### src/rtl/regfile_wb_scheduler_pkg.sv
`default_nettype none
// ============================================================================
//  Module   : regfile_wb_scheduler_pkg
//  Purpose  : Shared types and constants for the register-file write-back
//             scheduler: controller states, write-source codes and the
//             register address width.
//  Ports    : none (package)
//  Revision : 1.0 - initial release
// ============================================================================
package regfile_wb_scheduler_pkg;

    localparam int REG_ADDR_W = 5;

    // Controller states: normal arbitration, or sweeping zeros into the file.
    typedef enum logic [0:0] {
        ST_IDLE  = 1'b0,
        ST_CLEAR = 1'b1
    } state_t;

    // Source of an accepted transfer, as reported on last_grant.
    typedef enum logic [1:0] {
        SRC_NONE = 2'd0,
        SRC_ALU  = 2'd1,
        SRC_LD   = 2'd2,
        SRC_DBG  = 2'd3
    } src_t;

endpackage : regfile_wb_scheduler_pkg
`default_nettype wire

### src/rtl/regfile_wb_scheduler_arb.sv
`default_nettype none
// ============================================================================
//  Module   : rf_rr_arb2
//  Purpose  : Two-requester round-robin arbiter with one-hot grant. The
//             pointer selects which requester wins when both request, and
//             toggles whenever the advance input is high on a rising edge.
//  Ports    : clk      - clock
//             reset    - asynchronous active-low reset (pointer favours req[0])
//             req[1:0] - request vector (bit 0 = ALU, bit 1 = load)
//             advance  - toggle the pointer at the next rising edge
//             gnt[1:0] - one-hot grant, combinational from req and pointer
//  Revision : 1.0 - initial release
// ============================================================================
module rf_rr_arb2 (
    input  logic       clk,
    input  logic       reset,
    input  logic [1:0] req,
    input  logic       advance,
    output logic [1:0] gnt
);

    // 0: req[0] wins a tie, 1: req[1] wins a tie.
    logic r_ptr;

    always_ff @(posedge clk or negedge reset) begin
        if (!reset) begin
            r_ptr <= 1'b0;
        end else if (advance) begin
            r_ptr <= ~r_ptr;
        end
    end

    // A lone request (or none) passes straight through; only a tie consults
    // the pointer.
    always_comb begin
        gnt = req;
        if (req == 2'b11) begin
            gnt = r_ptr ? 2'b10 : 2'b01;
        end
    end

endmodule : rf_rr_arb2
`default_nettype wire

### src/rtl/regfile_wb_scheduler.sv
`default_nettype none
// ============================================================================
//  Module   : regfile_wb_scheduler
//  Purpose  : Schedules writes into a register file from three requesters
//             (debug, ALU, load) with valid/ready handshakes, and performs a
//             multi-cycle clear sweep of registers 1..NREGS-1 on command.
//             All register-file drive signals come straight from flops.
//  Ports    : clk, reset (async active-low)
//             alu_valid/alu_ready/alu_rd/alu_data  - ALU write-back
//             ld_valid/ld_ready/ld_rd/ld_data      - load write-back
//             dbg_valid/dbg_ready/dbg_rd/dbg_data  - debug write
//             clr_start/clr_busy/clr_done          - clear command/status
//             rf_we/rf_rd/rf_data                  - register file write port
//             last_grant                           - source of last transfer
//  Revision : 1.0 - initial release
// ============================================================================
module regfile_wb_scheduler
    import regfile_wb_scheduler_pkg::*;
#(
    parameter int WIDTH = 32,
    parameter int NREGS = 32
) (
    input  logic                  clk,
    input  logic                  reset,
    input  logic                  alu_valid,
    output logic                  alu_ready,
    input  logic [REG_ADDR_W-1:0] alu_rd,
    input  logic [WIDTH-1:0]      alu_data,
    input  logic                  ld_valid,
    output logic                  ld_ready,
    input  logic [REG_ADDR_W-1:0] ld_rd,
    input  logic [WIDTH-1:0]      ld_data,
    input  logic                  dbg_valid,
    output logic                  dbg_ready,
    input  logic [REG_ADDR_W-1:0] dbg_rd,
    input  logic [WIDTH-1:0]      dbg_data,
    input  logic                  clr_start,
    output logic                  clr_busy,
    output logic                  clr_done,
    output logic                  rf_we,
    output logic [REG_ADDR_W-1:0] rf_rd,
    output logic [WIDTH-1:0]      rf_data,
    output logic [1:0]            last_grant
);

    localparam logic [REG_ADDR_W-1:0] C_FIRST_REG = REG_ADDR_W'(1);
    localparam logic [REG_ADDR_W-1:0] C_LAST_REG  = REG_ADDR_W'(NREGS - 1);

    // Registered state
    state_t                  r_state;
    logic [REG_ADDR_W-1:0]   r_cnt;
    logic                    r_we;
    logic [REG_ADDR_W-1:0]   r_rd;
    logic [WIDTH-1:0]        r_data;
    logic                    r_done;
    src_t                    r_lg;

    // Next-state values
    state_t                  w_state_nxt;
    logic [REG_ADDR_W-1:0]   w_cnt_nxt;
    logic                    w_we_nxt;
    logic [REG_ADDR_W-1:0]   w_rd_nxt;
    logic [WIDTH-1:0]        w_data_nxt;
    logic                    w_done_nxt;
    src_t                    w_lg_nxt;

    // Handshake / selection
    logic                    w_accept_ok;
    logic [1:0]              w_arb_req;
    logic [1:0]              w_arb_gnt;
    logic                    w_arb_adv;
    logic                    w_xfer;
    logic [REG_ADDR_W-1:0]   w_sel_rd;
    logic [WIDTH-1:0]        w_sel_data;
    src_t                    w_sel_src;

    // Requests are only taken in IDLE, out of reset, and never in the cycle a
    // clear is launched, so the clear command always beats pending writes.
    assign w_accept_ok = reset && (r_state == ST_IDLE) && !clr_start;

    assign dbg_ready = w_accept_ok && dbg_valid;
    // Debug has absolute priority: mask ALU/load off the arbiter while it asks.
    assign w_arb_req = {ld_valid, alu_valid} & {2{w_accept_ok && !dbg_valid}};

    rf_rr_arb2 u_arb (
        .clk     (clk),
        .reset   (reset),
        .req     (w_arb_req),
        .advance (w_arb_adv),
        .gnt     (w_arb_gnt)
    );

    assign alu_ready = w_arb_gnt[0];
    assign ld_ready  = w_arb_gnt[1];

    // The pointer moves only when ALU and load actually contended and one won.
    assign w_arb_adv = alu_valid && ld_valid && (alu_ready || ld_ready);

    assign w_xfer = dbg_ready || alu_ready || ld_ready;

    always_comb begin
        w_sel_rd   = alu_rd;
        w_sel_data = alu_data;
        w_sel_src  = SRC_ALU;
        if (dbg_ready) begin
            w_sel_rd   = dbg_rd;
            w_sel_data = dbg_data;
            w_sel_src  = SRC_DBG;
        end else if (ld_ready) begin
            w_sel_rd   = ld_rd;
            w_sel_data = ld_data;
            w_sel_src  = SRC_LD;
        end
    end

    // Next-state and registered-output computation.
    always_comb begin
        w_state_nxt = r_state;
        w_cnt_nxt   = r_cnt;
        w_we_nxt    = 1'b0;
        w_rd_nxt    = r_rd;
        w_data_nxt  = r_data;
        w_done_nxt  = 1'b0;
        w_lg_nxt    = r_lg;
        case (r_state)
            ST_IDLE: begin
                if (clr_start) begin
                    // First sweep write appears together with clr_busy.
                    w_state_nxt = ST_CLEAR;
                    w_cnt_nxt   = C_FIRST_REG;
                    w_we_nxt    = 1'b1;
                    w_rd_nxt    = C_FIRST_REG;
                    w_data_nxt  = '0;
                end else if (w_xfer) begin
                    // x0 is hard-wired: accept the transfer but do not write.
                    w_we_nxt   = (w_sel_rd != '0);
                    w_rd_nxt   = w_sel_rd;
                    w_data_nxt = w_sel_data;
                    w_lg_nxt   = w_sel_src;
                end
            end
            ST_CLEAR: begin
                // r_cnt is the register being written during this cycle.
                if (r_cnt == C_LAST_REG) begin
                    w_state_nxt = ST_IDLE;
                    w_cnt_nxt   = '0;
                    w_done_nxt  = 1'b1;
                end else begin
                    w_cnt_nxt  = r_cnt + C_FIRST_REG;
                    w_we_nxt   = 1'b1;
                    w_rd_nxt   = r_cnt + C_FIRST_REG;
                    w_data_nxt = '0;
                end
            end
            default: begin
                w_state_nxt = ST_IDLE;
                w_cnt_nxt   = '0;
            end
        endcase
    end

    always_ff @(posedge clk or negedge reset) begin
        if (!reset) begin
            r_state <= ST_IDLE;
            r_cnt   <= '0;
            r_we    <= 1'b0;
            r_rd    <= '0;
            r_data  <= '0;
            r_done  <= 1'b0;
            r_lg    <= SRC_NONE;
        end else begin
            r_state <= w_state_nxt;
            r_cnt   <= w_cnt_nxt;
            r_we    <= w_we_nxt;
            r_rd    <= w_rd_nxt;
            r_data  <= w_data_nxt;
            r_done  <= w_done_nxt;
            r_lg    <= w_lg_nxt;
        end
    end

    assign rf_we      = r_we;
    assign rf_rd      = r_rd;
    assign rf_data    = r_data;
    assign clr_busy   = (r_state == ST_CLEAR);
    assign clr_done   = r_done;
    assign last_grant = r_lg;

endmodule : regfile_wb_scheduler
`default_nettype wire
### config.mk
export PLATFORM = sky130hd
export DESIGN_NAME = regfile_wb_scheduler
export DESIGN_NICKNAME = d
export VERILOG_FILES = /design/src/rtl/regfile_wb_scheduler_pkg.sv /design/src/rtl/regfile_wb_scheduler_arb.sv /design/src/rtl/regfile_wb_scheduler.sv
export SDC_FILE = /design/constraint.sdc
export NUM_CORES = 1
export LEC_CHECK = 0
export BUFFER_PORTS_ARGS = -buffer_cell sky130_fd_sc_hd__buf_2
export CORE_MARGIN = 5
export CORE_UTILIZATION = 30
export CTS_BUF_LIST = sky130_fd_sc_hd__clkbuf_16
export DETAILED_ROUTE_END_ITERATION = 16
export PLACE_DENSITY = 0.63
export SYNTH_ARGS = -nofsm -noshare
export SYNTH_HDL_FRONTEND = slang
export SYNTH_HIERARCHICAL = 1
export SYNTH_SLANG_ARGS = --single-unit
export TNS_END_PERCENT = 1
### constraint.sdc
create_clock -name clk -period 3 [get_ports clk]
set_input_delay 0.6 -clock clk [delete_from_list [all_inputs] [get_ports clk]]
set_output_delay 0.6 -clock clk [all_outputs]
set_load 0.01 [all_outputs]
After elaboration in Yosys (flattened, before gate mapping)
Index checks and enable logic that the tools add are counted.

Multipliers: 0. Bitwise gates (word level): 4. Reduce and logical (&&, ||, !) cells: 14. $lt $le $gt $ge: 0. Equal/unequal tests: 5. Add/sub/neg operators: 1. Muxes and demuxes: 27. Shifts and indexed selects: 0. Div/mod/pow operators: 0.

Operators by type and width (number): $mux 32 (5); $pmux 32 s2 (1); $mux 5 (7); $pmux 5 s2 (2); $mux 2 (4); $logic_and 1x1->1 (6); $mux 1 (6); $add 5x1->5 const B (1); $eq 5x5->1 const B (1); $reduce_bool 5->1 (1); $ne 2x2->1 const B (2); $pmux 1 s2 (2); $logic_or 1x1->1 (3); $ne 3x3->1 const B (1); $not 1->1 (3); $reduce_and 3->1 (1); $and 2x2->2 (1); $eq 2x2->1 const B (1); $logic_not 1->1 (2); $reduce_and 2->1 (1).

Output and inout port bits: 45. Register bits: 48. Word-level logic and storage cells: 59. Bits in latches: 0. Input port bits: 117. Bits in writable memories: 0. Memories kept: 0. ROM bits: 0.

Longest topological paths before layout
Word-level depth: 13. Gate-level depth with buffers: 11. Mapped depth without buffers: 7.

Cells and area by module
The synthesis kept the hierarchy.

Modules (own cells, without submodules): regfile_wb_scheduler (instances 1, area each 2668.8 um2, sequential area each 1176.1 um2, cells each 300); rf_rr_arb2 (instances 1, area each 52.6 um2, sequential area each 25.0 um2, cells each 5).

Least setup slack after synthesis
No wires, ideal clock.

Kind: input to register. Start: in clr_start. End: reg r_rd[1], in the netlist rf_rd[1]. Setup slack: 0.223 ns. Setup time: 0.125 ns. Stages on the path: 10. Buffers on the path: 3. Data required time: 2.875 ns. Arrival: 2.653 ns. Cell sequence: nor2_1 > clkbuf_1 > and4b_1 > a21boi_1 > buf_2 > buf_6 > mux2_4 > mux2i_1 > o21ai_0 > mux2_2.

Longest elaborated chain between the ends: 11. Elaborated cells on any way between the ends: 16. Those cells by class: 2 x eq/ne; 6 x mux; 1 x bitwise; 7 x reduce/logical.

Ends and longest elaborated chain: start, declared (line regfile_wb_scheduler.sv:37) `input logic clr_start,`; $logic_not 1->1 (*) (line regfile_wb_scheduler.sv:79) `assign w_accept_ok = reset && (r_state == ST_IDLE) && !clr_start;`; $logic_and 1x1->1 (*) (line regfile_wb_scheduler.sv:79); $logic_and 1x1->1 (*) (line regfile_wb_scheduler.sv:83) `assign w_arb_req = {ld_valid, alu_valid} & {2{w_accept_ok && !dbg_valid}};`; $and 2x2->2 (*) (line regfile_wb_scheduler.sv:83); via w_arb_req[1] (line regfile_wb_scheduler.sv:69) `logic [1:0] w_arb_req;`; $eq 2x2->1 (line regfile_wb_scheduler_arb.sv:37) `if (req == 2'b11) begin`; $mux 2 (*) (line regfile_wb_scheduler_arb.sv:37); via ld_ready (line regfile_wb_scheduler.sv:30) `output logic ld_ready,`; $mux 5 (line regfile_wb_scheduler.sv:109) `end else if (ld_ready) begin`; $mux 5 (line regfile_wb_scheduler.sv:105) `if (dbg_ready) begin`; $mux 5 (line regfile_wb_scheduler.sv:134) `end else if (w_xfer) begin`; $mux 5 (line regfile_wb_scheduler.sv:127) `if (clr_start) begin`; $pmux 5 s2 (line regfile_wb_scheduler.sv:125) `case (r_state)`; end signal, assigned (line regfile_wb_scheduler.sv:175) `r_rd <= w_rd_nxt;`; end, declared (line regfile_wb_scheduler.sv:53) `logic [REG_ADDR_W-1:0] r_rd;`.

Mark *: on every way through the listed nets, which the timed path passes. The rest lies on a longest branch. The select of a mux whose other input is x is not followed. A chain may end at the register's enable or synchronous reset.

Final worst setup path
Start: reg r_state, in the netlist clr_busy. End: out ld_ready.

Longest elaborated chain between the ends: 7.

Ends and longest elaborated chain: start, declared (line regfile_wb_scheduler.sv:50) `state_t r_state;`; start signal, assigned (line regfile_wb_scheduler.sv:172) `r_state <= w_state_nxt;`; $not 1->1 (no source line) (*); $logic_and 1x1->1 (*) (2 in a row) (line regfile_wb_scheduler.sv:79); $logic_and 1x1->1 (*) (line regfile_wb_scheduler.sv:83); $and 2x2->2 (*) (line regfile_wb_scheduler.sv:83); via w_arb_req[1] (line regfile_wb_scheduler.sv:69); $eq 2x2->1 (line regfile_wb_scheduler_arb.sv:37); $mux 2 (*) (line regfile_wb_scheduler_arb.sv:37); end, declared (line regfile_wb_scheduler.sv:30).

Mark *: on every way through the listed nets, which the timed path passes. The rest lies on a longest branch.

==> flow_summary_export.csv <==
group,metric,value,unit
logic_synthesis,syn_area,2720,µm²
global_routing,grt_pass1_vias,2642,
run_status,status,"finished clean",
placement,dp_cells,562,
power_and_ir_drop,ir_worst_vdd,0.202,mV
floorplan,die_h,105,µm
worst_setup_path,r2r-end,"rf_rd[1]",
floorplan,die_area,11100,µm²
cells_and_area,syn2layout_area_growth,37.7,%
logic_synthesis,synth_area_per_cell,8.92,µm²
cts,htree_levels,2,
floorplan,core,8760,µm²
sta,setup_viol,0,
cells_and_area,final_layout_size_suffix_gt1_frac,0.406,
detailed_routing,vias_per_cell,4.70,
cts,cts_resized,0,
sta,final.setup_skew,0.00624,ns
sta,grt_setup_unrepaired,"no",
cells_and_area,multi_input_area,1380,µm²
global_routing,grt-ovfl-total,0,
cells_and_area,fin_cells,569,
logic_synthesis,synth.distinct_cells,37,
detailed_routing,route.final.wire_length,7870,µm
placement,dpl.hpwl,6350,µm
global_routing,grt_first_pass_wirelength,12500,µm
cts,clk_latency,0.28,ns
cts,cts_buffers,5,
cells_and_area,final_area,3750,µm²
power_and_ir_drop,power.leakage,1.96,nW
worst_setup_path,cp-startpoint,"clr_busy",
floorplan,rows,34,
job,drv_cap,0,
logic_synthesis,synth-main-ff-cell,"dfrtp_1",
cts,cts_sinks,48,
logic_synthesis,ys_seq_area_frac,0.441,
worst_setup_path,end_kind,"primary output",
sta,setup_tns,0,ns
detailed_routing,wl_per_cell,13.8,µm
logic_synthesis,synth_cells,305,
worst_hold_path,hold_path.class,"in -> async",
detailed_routing,antenna_left,0,
worst_setup_path,r2r-start,"clr_busy",
floorplan,die_w,105,µm
sta,tightest_slew,0.579,ns
detailed_routing,drt-pass1-iter-count,4,
worst_setup_path,endpoint,"ld_ready",
sta,hold_viol,0,
logic_synthesis,synth_seq_cells,48,
sta,slew_violations,0,
worst_setup_path,ff2ff_path_depth,6,
cts,post_cts.repair.setup_buffers,0,
worst_setup_path,cp.required,2.40,ns
floorplan,initial_core_util,0.311,
cells_and_area,final_common_cell,"buf_2",
cts,cts_tree,"built",
logic_synthesis,synth_nets,424,
cells_and_area,fillers,903,
worst_setup_path,cp_max_fo,18,
logic_synthesis,async_flop_share,1.00,
cells_and_area,nNetsFinal,580,
global_routing,gr-usage-all-layers,0.135,
worst_setup_path,reg2reg_slack,0.57,ns
detailed_routing,drcViolationCount,0,
placement,dpl_cell_area,3610,µm²
worst_setup_path,arrival,2.17,ns
cells_and_area,mostFrequentLayoutCells,"buf_2, dfrtp_1, nand2_1",
cts,cts_hold_buf,0,
cts,clockBufferDepth,2,
placement,place.gp.congestion,0.843,
detailed_routing,vias,2672,
worst_setup_path,start_kind,"flip-flop",
floorplan,io-pin-count,162,
cells_and_area,num_antenna_cells,0,
sta,fin_crit_sh,0.924,
sta,timing.fmax,0.361,GHz
power_and_ir_drop,power_density,481,nW/µm²
worst_setup_path,worstSetupPathType,"reg -> out",
sta,fin_crit,2.77,ns
global_routing,grt_max_degree,47,
sta,setup_ws,0.227,ns
logic_synthesis,synth_edf_count,0,
placement,pre_cts_ws,0.383,ns
cts,cts_root_buffer,"clkbuf_16",
sta,max-slew-margin-rel,0.614,
cells_and_area,seqCellArea,1200,µm²
detailed_routing,drt-initial-drc-count,55,
logic_synthesis,yosys_warnings,6,
cts,clk_pin_slew_worst_paths,0.06,ns
global_routing,grt_antenna_before_repair,0,
placement,numPortBuffers,161,
==> power by group <==
group          switching [mW]  total, mW  leakage [nW]  internal, mW
clock network           0.213      0.512        0.0709         0.299
logic                   0.252      0.494          1.25         0.242
registers              0.0641      0.796         0.635         0.731
total                   0.529       1.80          1.96          1.27
==> flip-flops by register name (all words and copies together) (netlist names) <==
register / count
clr_done: 1
clr_busy: 1
u_arb/r_ptr: 1
rf_data: 32
last_grant: 2
r_cnt: 5
rf_we: 1
rf_rd: 5
==> worst max-delay path: stages, from the launching register on <==
cell and delay (ns):
dfrtp_1 0.52, nor2_1 0.26, and4b_1 0.26, a21boi_4 0.32
buf_4 0.34, buf_2 0.19
==> area by class of cell <==
type	instances	share of cell area
inverters	5	0.00501
clock inverters	2	0.00234
repair buffers	171	0.235
well taps	108	0.0361
flip-flops and latches	48	0.321
multi-input cells	230	0.367
clock buffers	5	0.0334
==> routing by layer <==
metal	part of all wire	vias to the layer above	track usage
met3	0.090	8	0.0477
li1	-	1355	-
met5	0	-	0
met4	0.012	0	0.0365
met1	0.41	1201	0.166
met2	0.49	108	0.227
==> how the worst min path moves through the flow <==
stage	start	end	slack (ns)
finish	reset	clr_busy	0.13
global route	reset	clr_busy	0.12
CTS	reset	u_arb/r_ptr	0.12
detailed placement	reset	clr_busy	0.42
global placement	reset	clr_busy	0.42
floorplan	reset	clr_busy	0.30
==> cells in the mapped netlist (2+ instances only) <==
| library cell | instances | area share |
|---|---|---|
| dfrtp_1 | 48 | 0.44 |
| nand2_1 | 47 | 0.065 |
| o21ai_0 | 40 | 0.074 |
| nor2_1 | 39 | 0.054 |
| mux2i_1 | 36 | 0.13 |
| a21oi_1 | 33 | 0.061 |
| clkbuf_1 | 8 | 0.011 |
| buf_4 | 7 | 0.019 |
| buf_2 | 4 | 0.0074 |
| inv_1 | 4 | 0.0055 |
| mux2_2 | 4 | 0.017 |
| buf_6 | 3 | 0.012 |
| a2bb2oi_1 | 2 | 0.0064 |
| and2_1 | 2 | 0.0046 |
| and4b_1 | 2 | 0.0074 |
| ha_1 | 2 | 0.0092 |
| mux2_4 | 2 | 0.011 |
| nand2b_1 | 2 | 0.0046 |
| xor2_1 | 2 | 0.0064 |
==> stage by stage <==
step                      utilization  power (mW)  hold slack [ns]
after detailed placement        0.412        1.31            0.419
after global routing            0.427        1.93            0.120
final                           0.427        1.80            0.126
after floorplan                     -        1.10            0.304
after CTS                       0.427        1.83            0.119
after global placement          0.412        1.29            0.420
==> kinds of logic after synthesis <==
family,synth area share
multiplexers,0.160
buffers and inverters,0.0570
AO/OA/AOI/OAI,0.172
XOR/XNOR,0.00966
flip-flops,0.441
adder cells (fa/ha/maj),0.00919
AND/OR/NAND/NOR,0.151
(Power assumes the default switching activity.)
